### config.mk
export PLATFORM = sky130hd
export DESIGN_NAME = alu_issue_ctrl_flat
export DESIGN_NICKNAME = d
export VERILOG_FILES = /design/src/rtl/alu_issue_ctrl_pkg.sv /design/src/rtl/alu_issue_ctrl_if.sv /design/src/rtl/alu_issue_ctrl_reg_file_8x8.sv /design/src/rtl/alu_issue_ctrl.sv /design/src/flat_wrapper.sv
export SDC_FILE = /design/constraint.sdc
export NUM_CORES = 1
export LEC_CHECK = 0
export ABC_AREA = 1
export CAP_MARGIN = 40
export CORE_ASPECT_RATIO = 1.25
export CORE_MARGIN = 4
export CORE_UTILIZATION = 30
export CTS_BUF_LIST = sky130_fd_sc_hd__clkbuf_4 sky130_fd_sc_hd__clkbuf_8
export DETAILED_ROUTE_END_ITERATION = 12
export SLEW_MARGIN = 20
export SYNTH_ARGS = -nofsm -noshare
export SYNTH_HDL_FRONTEND = slang
export SYNTH_SLANG_ARGS = --single-unit
export TNS_END_PERCENT = 20
### constraint.sdc
create_clock -name clk -period 3.9 [get_ports clk]
set_input_delay 0.975 -clock clk [delete_from_list [all_inputs] [get_ports clk]]
set_output_delay 0.975 -clock clk [all_outputs]
set_load 0.005 [all_outputs]
### src/rtl/alu_issue_ctrl_pkg.sv
// Shared types and constants for the ALU issue controller: datapath sizes,
// ALU opcodes, the instruction word layout and the control FSM states.
package alu_issue_ctrl_pkg;

  localparam int DATA_W  = 8;
  localparam int NREGS   = 8;
  localparam int ADDR_W  = 3;
  localparam int INSTR_W = 16;
  localparam int IMM_W   = 6;

  // Opcodes are passed straight through to the ALU; only ADD is special here
  // because it is the one operation whose carry becomes architectural.
  typedef enum logic [2:0] {
    OP_ADD = 3'd0,
    OP_SUB = 3'd1,
    OP_AND = 3'd2,
    OP_OR  = 3'd3,
    OP_XOR = 3'd4,
    OP_NOT = 3'd5,
    OP_SHL = 3'd6,
    OP_SHR = 3'd7
  } opcode_e;

  // Instruction word, MSB first:
  // [15:13] opcode, [12:10] rd, [9:7] ra, [6] imm_sel, [5:3] reserved, [2:0] rb.
  // With imm_sel set, [5:0] (reserved + rb) form a zero-extended immediate.
  typedef struct packed {
    opcode_e           opcode;
    logic [ADDR_W-1:0] rd;
    logic [ADDR_W-1:0] ra;
    logic              imm_sel;
    logic [2:0]        rsvd;
    logic [ADDR_W-1:0] rb;
  } instr_t;

  typedef enum logic [1:0] {
    S_IDLE = 2'd0,
    S_EXEC = 2'd1,
    S_WB   = 2'd2
  } state_e;

  // Zero-extended 6-bit immediate taken from the low bits of the instruction.
  function automatic logic [DATA_W-1:0] imm_operand(input instr_t instr);
    return {{(DATA_W-IMM_W){1'b0}}, instr.rsvd, instr.rb};
  endfunction

endpackage

### src/rtl/alu_issue_ctrl_if.sv
// Bundle of the controller's instruction, ALU, writeback and debug signals.
// master = the issue controller, slave = its environment (fetch path + ALU).
interface alu_issue_ctrl_if;
  import alu_issue_ctrl_pkg::*;

  logic                instr_valid;
  logic [INSTR_W-1:0]  instr_data;
  logic                instr_ready;

  opcode_e             alu_opcode;
  logic [DATA_W-1:0]   alu_a;
  logic [DATA_W-1:0]   alu_b;
  logic [DATA_W-1:0]   alu_out;
  logic                alu_zero;
  logic                alu_carry;

  logic                wb_valid;
  logic [ADDR_W-1:0]   wb_addr;
  logic [DATA_W-1:0]   wb_data;

  logic                flag_z;
  logic                flag_c;

  logic [ADDR_W-1:0]   dbg_addr;
  logic [DATA_W-1:0]   dbg_data;

  modport master (
    input  instr_valid, instr_data, alu_out, alu_zero, alu_carry, dbg_addr,
    output instr_ready, alu_opcode, alu_a, alu_b, wb_valid, wb_addr, wb_data,
           flag_z, flag_c, dbg_data
  );

  modport slave (
    output instr_valid, instr_data, alu_out, alu_zero, alu_carry, dbg_addr,
    input  instr_ready, alu_opcode, alu_a, alu_b, wb_valid, wb_addr, wb_data,
           flag_z, flag_c, dbg_data
  );

endinterface

### src/rtl/alu_issue_ctrl_reg_file_8x8.sv
// 8 x 8-bit register file: one synchronous write port, two combinational
// operand read ports and a combinational debug read port. R0 reads as zero
// and ignores writes.
module reg_file_8x8
  import alu_issue_ctrl_pkg::*;
(
  input  logic              clk,
  input  logic              rst,
  input  logic              we_i,
  input  logic [ADDR_W-1:0] waddr_i,
  input  logic [DATA_W-1:0] wdata_i,
  input  logic [ADDR_W-1:0] raddr_a_i,
  output logic [DATA_W-1:0] rdata_a_o,
  input  logic [ADDR_W-1:0] raddr_b_i,
  output logic [DATA_W-1:0] rdata_b_o,
  input  logic [ADDR_W-1:0] dbg_addr_i,
  output logic [DATA_W-1:0] dbg_data_o
);

  logic [DATA_W-1:0] regs_q [NREGS];

  // Register storage: cleared on reset, written on we_i except for R0.
  // NOTE: this array is small flops, not a RAM macro, so clearing every entry
  // on reset is cheap and gives software a known register state.
  always_ff @(posedge clk) begin
    if (rst) begin
      for (int i = 0; i < NREGS; i++) regs_q[i] <= '0;
    end else if (we_i && (waddr_i != '0)) begin
      // NOTE: clocked state always uses <= so every flop samples pre-edge values.
      regs_q[waddr_i] <= wdata_i;
    end
  end

  // R0 is forced to zero on read so it never depends on storage contents.
  assign rdata_a_o  = (raddr_a_i  == '0) ? '0 : regs_q[raddr_a_i];
  assign rdata_b_o  = (raddr_b_i  == '0) ? '0 : regs_q[raddr_b_i];
  assign dbg_data_o = (dbg_addr_i == '0) ? '0 : regs_q[dbg_addr_i];

endmodule

### src/rtl/alu_issue_ctrl.sv
// Issue controller for the 8-bit combinational ALU. Accepts one instruction
// every three cycles (IDLE -> EXEC -> WB), registers opcode and operands
// toward the ALU, captures result and flags, and writes the result back.
module alu_issue_ctrl
  import alu_issue_ctrl_pkg::*;
(
  input  logic              clk,
  input  logic              rst,
  alu_issue_ctrl_if.master  bus
);

  state_e            state_q, state_d;
  instr_t            instr;
  logic              accept;
  logic              ready;
  logic              wb_en;

  opcode_e           opcode_q;
  logic [ADDR_W-1:0] rd_q;
  logic [DATA_W-1:0] a_q, b_q;
  logic [DATA_W-1:0] result_q;
  logic              flag_z_q, flag_c_q;

  logic [DATA_W-1:0] rdata_a, rdata_b;

  assign instr  = instr_t'(bus.instr_data);
  assign accept = bus.instr_valid && ready;

  reg_file_8x8 u_reg_file (
    .clk        (clk),
    .rst        (rst),
    .we_i       (wb_en),
    .waddr_i    (rd_q),
    .wdata_i    (result_q),
    .raddr_a_i  (instr.ra),
    .rdata_a_o  (rdata_a),
    .raddr_b_i  (instr.rb),
    .rdata_b_o  (rdata_b),
    .dbg_addr_i (bus.dbg_addr),
    .dbg_data_o (bus.dbg_data)
  );

  // FSM state register; reset abandons any instruction in flight.
  always_ff @(posedge clk) begin
    if (rst) state_q <= S_IDLE;
    else     state_q <= state_d;
  end

  // Next state and state-decoded strobes.
  // NOTE: every output gets a default first so no path leaves it unassigned,
  // which would otherwise infer a latch.
  always_comb begin
    state_d = state_q;
    ready   = 1'b0;
    wb_en   = 1'b0;
    case (state_q)
      S_IDLE: begin
        ready = 1'b1;
        if (accept) state_d = S_EXEC;
      end
      S_EXEC: state_d = S_WB;
      S_WB: begin
        wb_en   = 1'b1;
        state_d = S_IDLE;
      end
      default: state_d = S_IDLE;
    endcase
  end

  // ALU-side registers: opcode, destination and operands latched on accept.
  always_ff @(posedge clk) begin
    if (rst) begin
      opcode_q <= OP_ADD;
      rd_q     <= '0;
      a_q      <= '0;
      b_q      <= '0;
    end else if (accept) begin
      opcode_q <= instr.opcode;
      rd_q     <= instr.rd;
      a_q      <= rdata_a;
      b_q      <= instr.imm_sel ? imm_operand(instr) : rdata_b;
    end
  end

  // Result and flags captured at the end of EXEC; carry is architectural
  // only for ADD, every other opcode leaves it untouched.
  always_ff @(posedge clk) begin
    if (rst) begin
      result_q <= '0;
      flag_z_q <= 1'b0;
      flag_c_q <= 1'b0;
    end else if (state_q == S_EXEC) begin
      result_q <= bus.alu_out;
      flag_z_q <= bus.alu_zero;
      if (opcode_q == OP_ADD) flag_c_q <= bus.alu_carry;
    end
  end

  assign bus.instr_ready = ready;
  assign bus.alu_opcode  = opcode_q;
  assign bus.alu_a       = a_q;
  assign bus.alu_b       = b_q;
  assign bus.wb_valid    = wb_en;
  assign bus.wb_addr     = rd_q;
  assign bus.wb_data     = result_q;
  assign bus.flag_z      = flag_z_q;
  assign bus.flag_c      = flag_c_q;

endmodule

### src/flat_wrapper.sv
// flat-port wrapper written by rule: the top's interface ports become plain ports
module alu_issue_ctrl_flat import alu_issue_ctrl_pkg::*;
  (clk, rst, bus_instr_valid, bus_instr_data, bus_alu_out, bus_alu_zero, bus_alu_carry, bus_dbg_addr, bus_instr_ready, bus_alu_opcode, bus_alu_a, bus_alu_b, bus_wb_valid, bus_wb_addr, bus_wb_data, bus_flag_z, bus_flag_c, bus_dbg_data);
  alu_issue_ctrl_if bus_i ();
  input  logic clk;
  input  logic rst;
  input wire logic [$bits(bus_i.instr_valid)-1:0] bus_instr_valid;
  input wire logic [$bits(bus_i.instr_data)-1:0] bus_instr_data;
  input wire logic [$bits(bus_i.alu_out)-1:0] bus_alu_out;
  input wire logic [$bits(bus_i.alu_zero)-1:0] bus_alu_zero;
  input wire logic [$bits(bus_i.alu_carry)-1:0] bus_alu_carry;
  input wire logic [$bits(bus_i.dbg_addr)-1:0] bus_dbg_addr;
  output wire logic [$bits(bus_i.instr_ready)-1:0] bus_instr_ready;
  output wire logic [$bits(bus_i.alu_opcode)-1:0] bus_alu_opcode;
  output wire logic [$bits(bus_i.alu_a)-1:0] bus_alu_a;
  output wire logic [$bits(bus_i.alu_b)-1:0] bus_alu_b;
  output wire logic [$bits(bus_i.wb_valid)-1:0] bus_wb_valid;
  output wire logic [$bits(bus_i.wb_addr)-1:0] bus_wb_addr;
  output wire logic [$bits(bus_i.wb_data)-1:0] bus_wb_data;
  output wire logic [$bits(bus_i.flag_z)-1:0] bus_flag_z;
  output wire logic [$bits(bus_i.flag_c)-1:0] bus_flag_c;
  output wire logic [$bits(bus_i.dbg_data)-1:0] bus_dbg_data;
  assign bus_i.instr_valid = bus_instr_valid;
  assign bus_i.instr_data = bus_instr_data;
  assign bus_i.alu_out = bus_alu_out;
  assign bus_i.alu_zero = bus_alu_zero;
  assign bus_i.alu_carry = bus_alu_carry;
  assign bus_i.dbg_addr = bus_dbg_addr;
  assign bus_instr_ready = bus_i.instr_ready;
  assign bus_alu_opcode = bus_i.alu_opcode;
  assign bus_alu_a = bus_i.alu_a;
  assign bus_alu_b = bus_i.alu_b;
  assign bus_wb_valid = bus_i.wb_valid;
  assign bus_wb_addr = bus_i.wb_addr;
  assign bus_wb_data = bus_i.wb_data;
  assign bus_flag_z = bus_i.flag_z;
  assign bus_flag_c = bus_i.flag_c;
  assign bus_dbg_data = bus_i.dbg_data;
  alu_issue_ctrl u_core (.clk(clk), .rst(rst), .bus(bus_i));
endmodule
# --- Yosys cells after proc, flatten, opt, wreduce, memory -nomap -nowiden ---
# Memory sizes are Yosys's and may differ from the RTL's.
# Cells that the tools add are included.
word_totals:
  reg_bits: 34
  ram_bits: 64
  inputBits: 32
  wordCells: 38
  memories: 1
mem_list:
  columns: ["name", "words", "word_bits", "read_ports", "rd_clocked_by_memory_dff", "write_ports", "line_no", "source"]
  rows:
  - ["u_core.u_reg_file.regs_q", 8, 8, 3, 0, 8, "alu_issue_ctrl_reg_file_8x8.sv:20", "logic [DATA_W-1:0] regs_q [NREGS];"]
op_classes:
  n_eq_ne: 3
  n_mux: 16
  reduce_logical: 10
ops:
  columns: ["op", "count"]
  rows:
  - ["$mux 8", 5]
  - ["$logic_not 3->1", 4]
  - ["$mux 1", 8]
  - ["$reduce_or 8->1", 1]
  - ["$pmux 2 s2", 1]
  - ["$mux 3", 1]
  - ["$reduce_bool 3->1", 1]
  - ["$eq 2x1->1 const B", 1]
  - ["$eq 2x2->1 const B", 1]
  - ["$logic_and 1x1->1", 2]
  - ["$logic_not 2->1", 1]
  - ["$mux 2", 1]
  - ["$ne 2x1->1 const B", 1]
  - ["$reduce_and 2->1", 1]

# --- Longest topological paths before layout ---
# Gate-level depths: netlist (run 1).
logic_depth:
  word_depth: 8
  mapped_depth: 10
  ltp_nobuf: 9

# --- Modules after synthesis ---
# A second synthesis (run 1) with hierarchy kept.
unflattened:
  hier_cells: 820
  hier_area_um2: 5759.3
by_module_without_submodules:
  columns: ["mod", "n_inst", "cells_per_inst", "area_per_inst_um2", "seq_area_each_um2"]
  rows:
  - ["reg_file_8x8", 1, 645, 4479.3, 1921.8]
  - ["alu_issue_ctrl", 1, 175, 1280.0, 680.7]

# --- Worst setup path before layout (run 1) ---
# OpenSTA, ideal clock, no wires.
synth_path:
  path_kind: "input -> output"
  startpoint: "in bus_dbg_addr[1]"
  endpoint: "out bus_dbg_data[2]"
  t_arrival_ns: 1.733
  setup_slack_ns: 1.192
  stages: 7
  path_buffers: 2
  cell_sequence: "buf_6 -> inv_1 -> buf_4 -> o21ai_0 -> o21ai_0 -> nor2_1 -> nor2_1"
synth_between:
  elab_chain_cells: 2
  elab_cells_between_ends: 3
  cone_classes: "1 x mux; 1 x reduce/logical; 1 x memory"
synth_lines:
  columns: ["item", "line_no", "source"]
  rows:
  - ["start, declared", "flat_wrapper.sv:12", "input wire logic [$bits(bus_i.dbg_addr)-1:0] bus_dbg_addr;"]
  - ["$mem_v2 8x8 or $logic_not 3->1 (tied branches)", null, null]
  - ["$mux 8 *", "alu_issue_ctrl_reg_file_8x8.sv:37", "assign dbg_data_o = (dbg_addr_i == '0) ? '0 : regs_q[dbg_addr_i];"]
  - ["end, declared", "flat_wrapper.sv:22", "output wire logic [$bits(bus_i.dbg_data)-1:0] bus_dbg_data;"]
# Every way passes the cells marked *; elsewhere a longest branch is shown, timed or not.

# --- Final worst setup path (run 1) ---
# Ends and elaborated chain as after synthesis.

==> results.toml, run 1 <==
[synthesis]
synth_area_leader_cell = "edfxtp_1"
syn-cell-area_sq_um = 5220
synth_top_area_frac = 0.368
netlist_instances = 679
yosysMostFrequentCell = "nand2_1"
synth_area_leaders = "edfxtp_1 (37%), dfxtp_1 (13%), nand2_1 (9.6%), nor2_1 (7.6%), a21oi_1 (7.6%)"
synthDistinctLibCells = 29
synth_edf_count = 64
synth_common_cells = "nand2_1 (133), nor2_1 (106), a21oi_1 (79), o21ai_0 (79), inv_1 (70)"
ys_seq_elements = 98
ys_warn_count = 0
synth_ff_type = "edfxtp_1"
async_reset_ff_frac = 0
synth-seq-area-share = 0.499
postSynthAreaPerCell_sq_um = 7.69

[grt]
antenna_found_initial = 0
grt_usage = 0.187
grt_pass1_wl_um = 27500
grt_pass1_vias = 4528
grt_max_degree = 32
grt_overflow = 0

[cts]
cts_tree = "done"
numClockSinks = 98
htreeDepth = 3
post_cts.repair.setup_buffers = 0
clk_pin_slew_ps = 90
clockRootBuffer = "clkbuf_8"
cts-hold-fix-buffers = 0
cts_inserted_buffers = 9
ctsResizeCount = 0
insertion_delay_ps = 380
clock_path_buffers = 2

[placed_design]
dpl.hpwl_um = 14200
io_buffers = 73
dp.cells = 954
gp_congestion = 1.03
dp_slack_ps = 97.0

[pwr]
power.leakage_uw = 0.00251
irDropWorstVdd_uv = 203
power_density_nw_per_um2 = 352
finalPower_uw = 2230

[routing]
dr.pass1.iters = 5
top_layer_used = "met4"
vias = 4765
drt_wl_total_um = 18500
dr.first_iter.drc_count = 481
wl_met2_um = 9220
met3_length_um = 1300
wire_per_inst_um = 19.0
drcViolationCount = 0
drt-met1-wl_um = 7090
avgViaCountPerCell = 4.91
ant_nets = 0

[floorplanning]
fp.coreArea_sq_um = 17000
die_h_um = 155
initial_core_util = 0.307
dieArea_sq_um = 19600
row_count = 53
die_x_um = 126
io_pins = 74

[timing]
clock_skew_ps = 13.2
timing_hold_violations_final = 0
slew_headroom = 0.562
grt_setup_unrepaired = "true"
drv_slew = 0
worst_pin_slew_ps = 656
hold-worst-slack_ps = 470
max_freq_ghz = 0.268
fin_crit_ps = 3730
post-route-period-util = 0.956
fin_ws_ps = 171
finalSetupViolCount = 0

[worst_setup_path]
crit_slowest_cell = "clkdlybuf4s50_1"
crit_chain = "clkdlybuf4s50_1, inv_1, o21ai_0, o21ai_0, nor2_1, nor2_1, clkdlybuf4s50_1"
crit_arrival_ps = 2750
critPathMaxStageDelay_ps = 510
critPathTopFamily = "buffers and inverters"
path_max_fanout = 15
required_ps = 2920
crit_type = "in2out"
cp_num_buf_inv = 3
end_kind = "primary output"
start_kind = "input port"

[final_layout]
syn2layout_area_growth_pct = 21.4
final_cells = 971
drive_above_1_share = 0.0626
nets = 778
fillers = 1837
num_antenna_cells = 0

[run_status]
status = "finished, final reports clean"

[hold_path]
hold_path.class = "reg2reg"

[flow_run]
max_cap_violations = 0
layout make-up:
cell class | instances | area (sq um) | area share
Inverter | 78 | 298 | 0.0470
Multi-Input combinational cell | 476 | 2150 | 0.339
Tap cell | 220 | 275 | 0.0434
Sequential cell | 98 | 2600 | 0.411
Clock inverter | 6 | 52.6 | 0.00829
Timing Repair Buffer | 83 | 820 | 0.129
Clock buffer | 10 | 138 | 0.0217
state kept, by name, indices dropped and copies added, names as in the netlist:
signal / count
u_core.bus.alu_opcode: 3
u_core.bus.wb_data: 8
u_core.bus.flag_z: 1
u_core.bus.alu_b: 8
u_core.state_q: 2
u_core.bus.wb_addr: 3
u_core.bus.flag_c: 1
u_core.bus.alu_a: 8
u_core.u_reg_file.regs_q: 64
per-stage QoR:
| stage | setup TNS (ps) | util | cell area, sq um |
|---|---|---|---|
| 6_report | 0 | 0.373 | 6340 |
| 5_1_grt | -19.0 | 0.373 | 6340 |
| 4_1_cts | 0 | 0.372 | 6310 |
| 3_5_place_dp | 0 | 0.360 | 6120 |
| 3_3_place_gp | 0 | 0.360 | 6120 |
| 2_1_floorplan | 0 | - | 5250 |
report_power, final:
group | total, uW | switching (uW) | internal [uW]
logic | 392 | 232 | 160
clock network | 641 | 384 | 257
registers | 1190 | 38.7 | 1160
tightest hold or removal path, stage by stage (launching register included):
cell	delay, ps
dfxtp_1	320
nand2_1	60
a21oi_1	50
per-layer routing:
metal,vias to the layer above,global-route usage
met5,-,0
met1,2166,0.226
met4,0,0.0879
li1,2358,-
met3,46,0.0285
met2,195,0.326
cell usage in the layout, fill, tap and decap left out, drive strengths merged:
cell,count
dlymetal6s2s,1
inv,77
a21boi,1
nor2,110
dfxtp,34
a21oi,79
edfxtp,64
conb,8
o21a,1
nand4,1
buf,10
nor3,5
nand2,140
a211oi,1
o21ai,79
o211ai,9
nand3,40
or2,1
a31oi,1
clkbuf,10
clkdlybuf4s50,72
clkinv,7
final timing paths:
check,slack [ps],end,startpoint,cells past startpoint
max,170,bus_dbg_data[2],bus_dbg_addr[1],7
min,470,u_core.bus.alu_a[4]$_SDFFE_PP0P_,u_core.bus.alu_a[4]$_SDFFE_PP0P_,2
min reg2reg,470,u_core.bus.alu_a[4]$_SDFFE_PP0P_,u_core.bus.alu_a[4]$_SDFFE_PP0P_,2
max reg2reg,2080,u_core.u_reg_file.regs_q[7][1]$_SDFFCE_PN0P_,u_core.bus.wb_addr[2]$_SDFFE_PP0P_,6
logic make-up (layout without fill, tap and decap cells):
group	Yosys count	count (layout)	share of synthesized area
flip-flops	98	98	0.499
AND/OR/NAND/NOR	297	297	0.236
buffers and inverters	112	177	0.0947
other	1	8	0.000719
AO/OA/AOI/OAI	171	171	0.170
No activity file was read; power rests on OpenSTA's default activity.
==> inputs of run 2 (changes only) <==
--- a/config.mk
+++ b/config.mk
@@ -6,6 +6,7 @@
 export NUM_CORES = 1
 export LEC_CHECK = 0
 export ABC_AREA = 1
+export ABC_CLOCK_PERIOD_IN_PS = 3900
 export CAP_MARGIN = 40
 export CORE_ASPECT_RATIO = 1.25
 export CORE_MARGIN = 4
==> results of run 2 <==
No change in the layout: final DEF, timing and power equal those of run 1.
==> inputs of run 3 (changes only) <==
--- a/config.mk
+++ b/config.mk
@@ -13,6 +13,7 @@
 export CORE_UTILIZATION = 30
 export CTS_BUF_LIST = sky130_fd_sc_hd__clkbuf_4 sky130_fd_sc_hd__clkbuf_8
 export DETAILED_ROUTE_END_ITERATION = 12
+export GPL_ROUTABILITY_DRIVEN = 0
 export SLEW_MARGIN = 20
 export SYNTH_ARGS = -nofsm -noshare
 export SYNTH_HDL_FRONTEND = slang
==> results.toml, run 3 (synthesized netlist as in run 1, its figures left out) <==
[routing]
drcViolationCount = 0
avgViaCountPerCell = 4.96
wire_per_inst_um = 18.0
drt_wl_total_um = 17500
vias = 4837
ant_nets = 0
dr.pass1.iters = 5
dr.first_iter.drc_count = 416

[hold_path]
hold_path.class = "reg2reg"
worst_hold_path.num_cells = 2
hold_end = "u_core.bus.alu_a[2]$_SDFFE_PP0P_"
min-delay-start = "u_core.bus.alu_a[2]$_SDFFE_PP0P_"

[floorplanning]
initial_core_util = 0.307
dieArea_sq_um = 19600
die_h_um = 155
io_pins = 74
die_x_um = 126
row_count = 53
fp.coreArea_sq_um = 17000

[timing]
fin_ws_ps = 409
post-route-period-util = 0.895
drv_slew = 0
max_freq_ghz = 0.286
timing_hold_violations_final = 0
finalSetupViolCount = 0
grt_setup_unrepaired = "false"
fin_crit_ps = 3490
slew_headroom = 0.580
clock_skew_ps = 18.5
final.setup.tns_ps = 0
hold-worst-slack_ps = 475
worst_pin_slew_ps = 628

[grt]
antenna_found_initial = 0
grt_pass1_wl_um = 26800
grt_max_degree = 32
grt_usage = 0.181
grt_overflow = 0
grt_pass1_vias = 4660

[final_layout]
num_antenna_cells = 0
nets = 783
final_cell_mix = "nand2_1 (133), nor2_1 (106), a21oi_1 (79), o21ai_0 (79), clkdlybuf4s50_1 (71)"
regMostFlops = "u_core.u_reg_file.regs_q"
final_common_cell = "nand2_1"
drive_above_1_share = 0.0688
final_util = 0.376
largest_reg_flops = 64
syn2layout_area_growth_pct = 22.4

[worst_setup_path]
end_kind = "primary output"
required_ps = 2920
r2r-start = "u_core.bus.wb_addr[1]$_SDFFE_PP0P_"
r2r-end = "u_core.u_reg_file.regs_q[7][0]$_SDFFCE_PN0P_"
start_kind = "input port"
reg2regPathDepth = 6
crit_arrival_ps = 2520
path_max_fanout = 8
reg2reg_setup_slack_ps = 2060
crit_type = "in2out"

[pwr]
power.leakage_uw = 0.00254
share_comb_of_total_power = 0.169
p_sw_frac = 0.294
pwr-share-clk = 0.314
power_density_nw_per_um2 = 362
irDropWorstVdd_uv = 154
p_seq_frac = 0.517
internal_power_uw = 1630
p_sw_uw = 679

[cts]
clockRootBuffer = "clkbuf_8"
cts_inserted_buffers = 9
clk_pin_slew_ps = 110
numClockSinks = 98
cts-hold-fix-buffers = 0
cts_tree = "done"
clock_path_buffers = 2
insertion_delay_ps = 390
htreeDepth = 3

[placed_design]
dp_slack_ps = 133
io_buffers = 73
dpl.hpwl_um = 13300

[run_status]
status = "finished, final reports clean"

[flow_run]
max_cap_violations = 0
## run 3: worst max path at each step
stage               startpoint  cells past startpoint         endpoint  slack [ps]
6_report       bus_dbg_addr[2]                      6  bus_dbg_data[5]         410
5_1_grt        bus_dbg_addr[2]                      6  bus_dbg_data[7]         280
4_1_cts        bus_dbg_addr[0]                      8  bus_dbg_data[5]         130
3_5_place_dp   bus_dbg_addr[1]                      7  bus_dbg_data[2]         130
3_3_place_gp   bus_dbg_addr[0]                      8  bus_dbg_data[5]         150
2_1_floorplan  bus_dbg_addr[1]                      7  bus_dbg_data[2]        1190
## run 3: worst max-delay path: stages
cell and delay [ps]:
clkdlybuf4s50_1 520, nor2_1 60, nand2_1 210, nand2_1 90, a21oi_1 140, clkdlybuf4s50_1 520
## run 3: layout make-up
class / count / area [sq um]
flip-flops and latches: 98 / 2600
well taps: 220 / 275
repair buffers: 88 / 846
clock inverters: 7 / 92.6
multi-input cells: 476 / 2150
clock buffers: 9 / 124
fillers: 1842 / 10600
inverters: 78 / 299
## run 3: layer usage
| layer | vias to the layer above | global-route usage | routed length [um] |
|---|---|---|---|
| met5 | - | 0 | 0 |
| met4 | 0 | 0.119 | 1220 |
| met3 | 75 | 0.0354 | 1170 |
| met2 | 209 | 0.299 | 8430 |
| met1 | 2178 | 0.213 | 6710 |
| li1 | 2375 | - | - |
## run 3: power groups by stage
| stage | clock (uW) | sequential (uW) | combinational, uW |
|---|---|---|---|
| floorplan | 0 | 1200 | 212 |
| global placement | 0 | 1220 | 386 |
| detailed placement | 0 | 1220 | 387 |
| CTS | 741 | 1190 | 389 |
| global route | 788 | 1200 | 435 |
| finish | 726 | 1190 | 391 |
## run 3: stage by stage
step                      cell area (sq um)  instances  power [uW]
after floorplan                        5250        686        1410
after global placement                 6140        957        1600
after detailed placement               6140        957        1600
after CTS                              6360        973        2320
after global routing                   6390        976        2420
final                                  6390        976        2310
## run 3: repair_timing
item,4_1_cts,5_1_grt
buffers inserted,0,3
endpoints found under the setup margin,0,5
resized for setup,0,3
